--- config.mk ---
export PLATFORM = sky130hd
export DESIGN_NAME = prg_dma_loader
export DESIGN_NICKNAME = d
export VERILOG_FILES = /design/src/rtl/pet_dma_pkg.sv /design/src/rtl/prg_fifo.sv /design/src/rtl/prg_dma_loader.sv
export SDC_FILE = /design/constraint.sdc
export NUM_CORES = 1
export LEC_CHECK = 0
export CORE_AREA = 4 4 109 111
export CTS_BUF_LIST = sky130_fd_sc_hd__clkbuf_4
export DETAILED_ROUTE_END_ITERATION = 16
export DIE_AREA = 0 0 113 115
export PLACE_DENSITY_LB_ADDON = 0.15
export SYNTH_ARGS = -nofsm -noshare
export SYNTH_HDL_FRONTEND = slang
export SYNTH_SLANG_ARGS = --single-unit
export TNS_END_PERCENT = 30
--- constraint.sdc ---
create_clock -name clk -period 3.7 [get_ports clk]
set_input_delay 0.74 -clock clk [delete_from_list [all_inputs] [get_ports clk]]
set_output_delay 0.74 -clock clk [all_outputs]
set_load 0.005 [all_outputs]
--- src/rtl/pet_dma_pkg.sv ---
// Shared definitions for the PRG injection loader: loader states, RAM bounds,
// FIFO sizing and the BASIC pointer locations rewritten after a load.
// Optional feature macro: PRG_PTR_FIXUP_EN (adds the FIXUP state).
package pet_dma_pkg;

  localparam logic [7:0]  PRG_INDEX  = 8'h41;
  localparam logic [15:0] RAM_TOP    = 16'h3FFF;
  localparam int          DMA_AW     = 14;
  localparam int          DMA_DW     = 8;
  localparam int          FIFO_W     = DMA_AW + DMA_DW;
  localparam int          FIFO_DEPTH = 4;

  // BASIC zero-page pointers that must point just past the loaded program
  localparam logic [13:0] VARTAB_ADDR = 14'h002A;
  localparam logic [13:0] ARYTAB_ADDR = 14'h002C;
  localparam logic [13:0] STREND_ADDR = 14'h002E;

  typedef enum logic [2:0] {
    ST_IDLE   = 3'd0,
    ST_HDR_LO = 3'd1,
    ST_HDR_HI = 3'd2,
    ST_DATA   = 3'd3,
`ifdef PRG_PTR_FIXUP_EN
    ST_FIXUP  = 3'd4,
`endif
    ST_DONE   = 3'd5
  } state_e;

`ifdef PRG_PTR_FIXUP_EN
  // Write index 0..5 -> 2A,2B,2C,2D,2E,2F (lo byte on even, hi byte on odd)
  function automatic logic [13:0] ptr_addr(input logic [2:0] idx);
    logic [13:0] base;
    case (idx[2:1])
      2'd0:    base = VARTAB_ADDR;
      2'd1:    base = ARYTAB_ADDR;
      default: base = STREND_ADDR;
    endcase
    return base | {13'd0, idx[0]};
  endfunction
`endif

endpackage

--- src/rtl/prg_fifo.sv ---
// Small synchronous FIFO decoupling accepted PRG bytes from the DMA write port.
// DEPTH must be a power of two so the pointers wrap naturally.
module prg_fifo #(
  parameter int WIDTH = 22,
  parameter int DEPTH = 4
) (
  input  logic             clk,
  input  logic             reset,
  input  logic             push,
  input  logic [WIDTH-1:0] wr_data,
  input  logic             pop,
  output logic [WIDTH-1:0] rd_data,
  output logic             full,
  output logic             empty
);

  localparam int AW = $clog2(DEPTH);
  localparam logic [AW:0] DEPTH_C = (AW + 1)'(DEPTH);

  logic [WIDTH-1:0] mem_q [DEPTH];
  logic [AW-1:0]    wr_ptr_q, wr_ptr_d;
  logic [AW-1:0]    rd_ptr_q, rd_ptr_d;
  logic [AW:0]      count_q, count_d;
  logic             wr_ok, rd_ok;

  assign full    = (count_q == DEPTH_C);
  assign empty   = (count_q == '0);
  assign rd_data = mem_q[rd_ptr_q];

  // A push into a full FIFO is only taken when the head leaves in the same cycle
  assign wr_ok = push && (!full || pop);
  assign rd_ok = pop && !empty;

  // Pointer and occupancy update; push+pop together leaves the count unchanged
  always_comb begin
    wr_ptr_d = wr_ptr_q;
    rd_ptr_d = rd_ptr_q;
    count_d  = count_q;
    if (wr_ok) wr_ptr_d = wr_ptr_q + 1'b1;
    if (rd_ok) rd_ptr_d = rd_ptr_q + 1'b1;
    if (wr_ok && !rd_ok)      count_d = count_q + 1'b1;
    else if (!wr_ok && rd_ok) count_d = count_q - 1'b1;
  end

  // Control registers
  always_ff @(posedge clk) begin
    if (reset) begin
      wr_ptr_q <= '0;
      rd_ptr_q <= '0;
      count_q  <= '0;
    end else begin
      wr_ptr_q <= wr_ptr_d;
      rd_ptr_q <= rd_ptr_d;
      count_q  <= count_d;
    end
  end

  // Storage array; contents need no reset since occupancy gates every read
  always_ff @(posedge clk) begin
    if (wr_ok) mem_q[wr_ptr_q] <= wr_data;
  end

endmodule

--- src/rtl/prg_dma_loader.sv ---
// Injects a Commodore PRG file (2-byte load address + payload) from the
// ioctl download stream into PET RAM through a one-write-per-cycle DMA port.
// Optional feature macro: PRG_PTR_FIXUP_EN -- after the payload, rewrite
// VARTAB/ARYTAB/STREND with the end address of the loaded program.
module prg_dma_loader
  import pet_dma_pkg::*;
(
  input  logic        clk,
  input  logic        reset,
  input  logic        ioctl_download,
  input  logic [7:0]  ioctl_index,
  input  logic        ioctl_wr,
  input  logic [24:0] ioctl_addr,
  input  logic [7:0]  ioctl_dout,
  output logic [13:0] dma_addr,
  output logic [7:0]  dma_din,
  output logic        dma_we,
  output logic        busy,
  output logic        overflow
);

  state_e        state_q, state_d;
  logic          dl_prev_q, dl_prev_d;
  logic [15:0]   load_addr_q, load_addr_d;
  logic [15:0]   cur_q, cur_d;
  logic [15:0]   end_addr_q, end_addr_d;
  logic          overflow_q, overflow_d;
  logic          dma_we_q, dma_we_d;
  logic [13:0]   dma_addr_q, dma_addr_d;
  logic [7:0]    dma_din_q, dma_din_d;
`ifdef PRG_PTR_FIXUP_EN
  logic [2:0]    fix_cnt_q, fix_cnt_d;
`endif

  logic              qual_dl, byte_ok, dl_rise;
  logic [15:0]       cur_inc;
  logic              fifo_push, fifo_pop, fifo_full, fifo_empty;
  logic [FIFO_W-1:0] fifo_rd_data;
  logic [13:0]       fifo_rd_addr;
  logic [7:0]        fifo_rd_din;

  assign qual_dl  = ioctl_download && (ioctl_index == PRG_INDEX);
  assign byte_ok  = ioctl_wr && qual_dl;
  assign dl_rise  = qual_dl && !dl_prev_q;
  assign cur_inc  = cur_q + 16'd1;
  assign {fifo_rd_addr, fifo_rd_din} = fifo_rd_data;

  assign dma_we   = dma_we_q;
  assign dma_addr = dma_addr_q;
  assign dma_din  = dma_din_q;
  assign busy     = (state_q != ST_IDLE);
  assign overflow = overflow_q;

  prg_fifo #(
    .WIDTH (FIFO_W),
    .DEPTH (FIFO_DEPTH)
  ) u_fifo (
    .clk     (clk),
    .reset   (reset),
    .push    (fifo_push),
    .wr_data ({cur_q[13:0], ioctl_dout}),
    .pop     (fifo_pop),
    .rd_data (fifo_rd_data),
    .full    (fifo_full),
    .empty   (fifo_empty)
  );

  // Next-state, FIFO handshake and DMA write generation
  always_comb begin
    state_d     = state_q;
    dl_prev_d   = qual_dl;
    load_addr_d = load_addr_q;
    cur_d       = cur_q;
    end_addr_d  = end_addr_q;
    overflow_d  = overflow_q;
    dma_we_d    = 1'b0;
    dma_addr_d  = dma_addr_q;
    dma_din_d   = dma_din_q;
    fifo_push   = 1'b0;
    fifo_pop    = 1'b0;
`ifdef PRG_PTR_FIXUP_EN
    fix_cnt_d   = fix_cnt_q;
`endif

    // Drain one queued byte per cycle onto the DMA port
    if (!fifo_empty) begin
      fifo_pop   = 1'b1;
      dma_we_d   = 1'b1;
      dma_addr_d = fifo_rd_addr;
      dma_din_d  = fifo_rd_din;
    end

    case (state_q)
      ST_IDLE: begin
        if (dl_rise) begin
          state_d    = ST_HDR_LO;
          overflow_d = 1'b0;
          end_addr_d = 16'd0;
        end
      end

      ST_HDR_LO: begin
        if (!qual_dl) begin
          state_d = ST_DONE;
        end else if (byte_ok && ioctl_addr == 25'd0) begin
          load_addr_d = {load_addr_q[15:8], ioctl_dout};
          state_d     = ST_HDR_HI;
        end
      end

      ST_HDR_HI: begin
        if (!qual_dl) begin
          state_d = ST_DONE;
        end else if (byte_ok && ioctl_addr == 25'd1) begin
          load_addr_d = {ioctl_dout, load_addr_q[7:0]};
          cur_d       = {ioctl_dout, load_addr_q[7:0]};
          state_d     = ST_DATA;
        end
      end

      ST_DATA: begin
        if (byte_ok) begin
          // Target address advances even for dropped bytes, keeping file offsets aligned
          cur_d = cur_inc;
          if (cur_q > RAM_TOP) begin
            overflow_d = 1'b1;
          end else if (fifo_full && !fifo_pop) begin
            overflow_d = 1'b1;
          end else begin
            fifo_push = 1'b1;
            if (cur_inc > end_addr_q) end_addr_d = cur_inc;
          end
        end else if (!qual_dl && fifo_empty) begin
`ifdef PRG_PTR_FIXUP_EN
          state_d   = ST_FIXUP;
          fix_cnt_d = 3'd0;
`else
          state_d   = ST_DONE;
`endif
        end
      end

`ifdef PRG_PTR_FIXUP_EN
      ST_FIXUP: begin
        dma_we_d   = 1'b1;
        dma_addr_d = ptr_addr(fix_cnt_q);
        dma_din_d  = fix_cnt_q[0] ? end_addr_q[15:8] : end_addr_q[7:0];
        fix_cnt_d  = fix_cnt_q + 3'd1;
        if (fix_cnt_q == 3'd5) state_d = ST_DONE;
      end
`endif

      ST_DONE: begin
        state_d = ST_IDLE;
      end

      default: begin
        state_d = ST_IDLE;
      end
    endcase
  end

  // State registers; dl_prev resets high so a download still active across
  // reset is not mistaken for a new one
  always_ff @(posedge clk) begin
    if (reset) begin
      state_q     <= ST_IDLE;
      dl_prev_q   <= 1'b1;
      load_addr_q <= 16'd0;
      cur_q       <= 16'd0;
      end_addr_q  <= 16'd0;
      overflow_q  <= 1'b0;
      dma_we_q    <= 1'b0;
      dma_addr_q  <= 14'd0;
      dma_din_q   <= 8'd0;
`ifdef PRG_PTR_FIXUP_EN
      fix_cnt_q   <= 3'd0;
`endif
    end else begin
      state_q     <= state_d;
      dl_prev_q   <= dl_prev_d;
      load_addr_q <= load_addr_d;
      cur_q       <= cur_d;
      end_addr_q  <= end_addr_d;
      overflow_q  <= overflow_d;
      dma_we_q    <= dma_we_d;
      dma_addr_q  <= dma_addr_d;
      dma_din_q   <= dma_din_d;
`ifdef PRG_PTR_FIXUP_EN
      fix_cnt_q   <= fix_cnt_d;
`endif
    end
  end

endmodule

==> results.toml <==
[outcome]
status = "complete, no violations"

[synthesis]
ys_async_sr_fraction_pct = 0
synth.distinct_cells = 61
syn_inst = 494
yosysMostFrequentCell = "edfxtp_1"
syn_avg_cell_area_um2 = 12.5
synth_area_um2 = 6170
synth_common_cells = "edfxtp_1, dfxtp_1, nand2_1, a21oi_1, nor2_1"
synth_seq_area_share_pct = 61.9
ys_warn_count = 0
synth_edf_count = 88
synth_top_area_share_pct = 42.8
yosys-top-cells-area = "edfxtp_1, dfxtp_1, mux4_2, nand2_1, a21oi_1"
synth_area_leader_cell = "edfxtp_1"
synth_flop_cell = "edfxtp_1"
syn_nets = 546
synth_seq_cells = 147

[worst_setup_path]
critPathKind = "primary input to register"
crit_required_ns = 4.19
cpPeakStageDelay_ns = 0.57
critPathSlowestCell = "or4_4"
worst-path-stages = 10
worstSetupEndpointType = "register"
critical_path_buf_inv_count = 2
timing.rr.start = "state_q[0]"
r2r_cells = 9
crit_arrival_ns = 3.42
rrSetupSlack_ns = 1.14
path_max_fanout = 5
r2r-end = "u_fifo.count_q[2]"
crit_family = "simple AND/OR/NAND/NOR gates"
crit_path_cell_trace = "clkdlybuf4s50_1, or4_4, nor3_1, and4b_1, ha_1, inv_1, fa_1, xor2_1, or3_1, a21oi_1"
start_kind = "primary input"

[clocking]
numCtsBuffers = 17
cts.root.buffer_cell = "clkbuf_4"
clk_pin_slew_ns = 0.11
cts_sinks = 147
cts-htree-levels = 4
postCtsHoldBufs = 0
clkLatencyLatePin_ns = 0.55
tritoncts = "built"
cts_resized = 0
postCtsSetupRepairBufs = 0
cts_buffer_depth = 2

[routing]
wirelength_um = 13400
top_layer_used = "met4"
avgViaCountPerCell = 5.99
met2_wirelength_um = 6510
first_iter_violations = 365
antenna_left = 0
dr_total_vias = 4311
drc = 0
met1_length_um = 5710
wl_met3_um = 783
wl_per_cell_um = 18.6
first_pass_iters = 5

[min_path]
whs_endpoint = "dma_addr[7]"
whs_path_depth = 2
min_from = "dma_addr[7]"
hold_class = "register to register"

[die]
die_h_um = 115
rows = 38
ios = 70
core_um2 = 10800
dieArea_um2 = 13000
initial_core_util_pct = 57.2
die_x_um = 113

[grt]
grt_antenna_before_repair = 0
grt_pass1_vias = 4314
grt_max_degree = 43
grt_util_all_layers_pct = 21.7
grt_overflow = 0
grt_pass1_wl_um = 21700

[sta]
final_max_slew_viol_count = 0
rsz0062_at_grt = "no"
worst_slew_pin_slew_ns = 1.18
slew_headroom_pct = 21.4
finalClockSkew_ns = 0.0148
setup-tns-final_ns = 0
fmax_mhz = 341
fin_crit_sh_pct = 79.2
layout_min_cycle_time_ns = 2.93
setup-violations-final = 0
hold_violations = 0

[placed_design]
dp_hpwl_um = 8830
place_area_um2 = 7030
io_buffers = 69
place_congestion = 0.853

[power]
p_int_w = 0.00283
p_leak_nw = 2.44
seq_power_share_pct = 50.1
pwr-share-clk_pct = 25.9
p_sw_share_pct = 28.3
power_density_nw_per_um2 = 539
pwr-share-comb_pct = 24.0
power_switching_w = 0.00112
vdd_ir_drop_max_mv = 0.292
power_w = 0.00395

[layout]
antenna_cells = 0
layout.nets = 619
finish.instance_area_um2 = 7330
synthToLayoutAreaGrowth_pct = 18.7
drive_gt1_share_pct = 12.9

[run]
cap_violations = 0
[power groups by stage]
stage | Combinational, W | Clock [W] | Sequential [W]
floorplan | 0.000623 | 0 | 0.00194
global placement | 0.000941 | 0 | 0.00202
detailed placement | 0.000957 | 0 | 0.00202
CTS | 0.000962 | 0.00105 | 0.00198
global route | 0.00103 | 0.00113 | 0.00200
finish | 0.000947 | 0.00102 | 0.00198
[through the flow]
step           util [%]  worst slack [ns]  instances  hold WS (ns)
6_report           67.9             0.768        720         0.455
5_1_grt            67.9             0.682        720         0.476
4_1_cts            67.9             0.797        720         0.458
3_5_place_dp       65.2             0.204        688         0.442
3_3_place_gp       65.2             0.272        688         0.438
2_1_floorplan         -             0.340        494         0.448
[state kept, by name (all words and copies together) (netlist names)]
register / cells
cur_q: 16
dl_prev_q: 1
u_fifo.rd_ptr_q: 2
load_addr_q: 8
u_fifo.count_q: 3
overflow: 1
u_fifo.wr_ptr_q: 2
dma_din: 8
dma_we: 1
u_fifo.mem_q: 88
dma_addr: 14
state_q: 3
[layout make-up]
type	count	area, um^2
flip-flops and latches	147	3820
inverters	13	48.8
fillers	818	3470
clock buffers	21	158
well taps	140	175
clock inverters	11	135
repair buffers	85	806
multi-input cells	303	2180
[layout by cell type (no fill, tap or decap), types with 4 or more instances in the layout]
cell type | Yosys | routed
a21oi_1 | 35 | 35
a31oi_1 | 7 | 7
and2_1 | 5 | 5
buf_4 | 0 | 16
clkbuf_4 | 0 | 21
clkdlybuf4s50_1 | 0 | 68
clkinv_1 | 1 | 4
dfxtp_1 | 59 | 59
edfxtp_1 | 88 | 88
ha_1 | 6 | 6
inv_1 | 12 | 12
mux2i_1 | 12 | 12
mux4_2 | 22 | 22
nand2_1 | 59 | 59
nand3_1 | 13 | 13
nand4_1 | 4 | 4
nor2_1 | 31 | 31
nor3_1 | 19 | 19
nor4_1 | 11 | 10
o21ai_0 | 8 | 8
o31ai_1 | 6 | 6
or3_1 | 4 | 4
xor2_1 | 5 | 5
[worst reg2reg max path, delay by kind of cell (launching register included)]
family                   cells  cell delay, ns
AO/OA/AOI/OAI                1            0.14
XOR/XNOR                     1            0.16
adder cells (fa/ha/maj)      2            0.56
buffers and inverters        1            0.06
flip-flops                   1            0.63
AND/OR/NAND/NOR              4            0.95
[cells by family after synthesis]
group | share of synthesized area [%]
xor gates and xnor gates | 0.851
DFF | 61.9
and+or+nand+nor | 13.7
AOI/OAI and AO/OA | 8.98
adders and majority gates | 1.70
muxes | 9.97
buffers and inverters | 2.86
[worst max path at each step]
stage	endpoint	start	slack [ns]
3_5_place_dp	u_fifo.count_q[2]	ioctl_index[2]	0.20
3_3_place_gp	u_fifo.count_q[2]	ioctl_index[2]	0.27
4_1_cts	u_fifo.count_q[2]	ioctl_index[2]	0.80
6_report	u_fifo.count_q[2]	ioctl_index[2]	0.77
2_1_floorplan	u_fifo.count_q[2]	ioctl_index[2]	0.34
5_1_grt	u_fifo.count_q[2]	ioctl_index[2]	0.68
[routing by layer]
layer	track usage, %	vias up
met5	0	-
met4	10.6	0
met3	5.05	30
met2	35.3	168
met1	27.5	2090
li1	-	2023
Power figures use the tool's default switching activity.
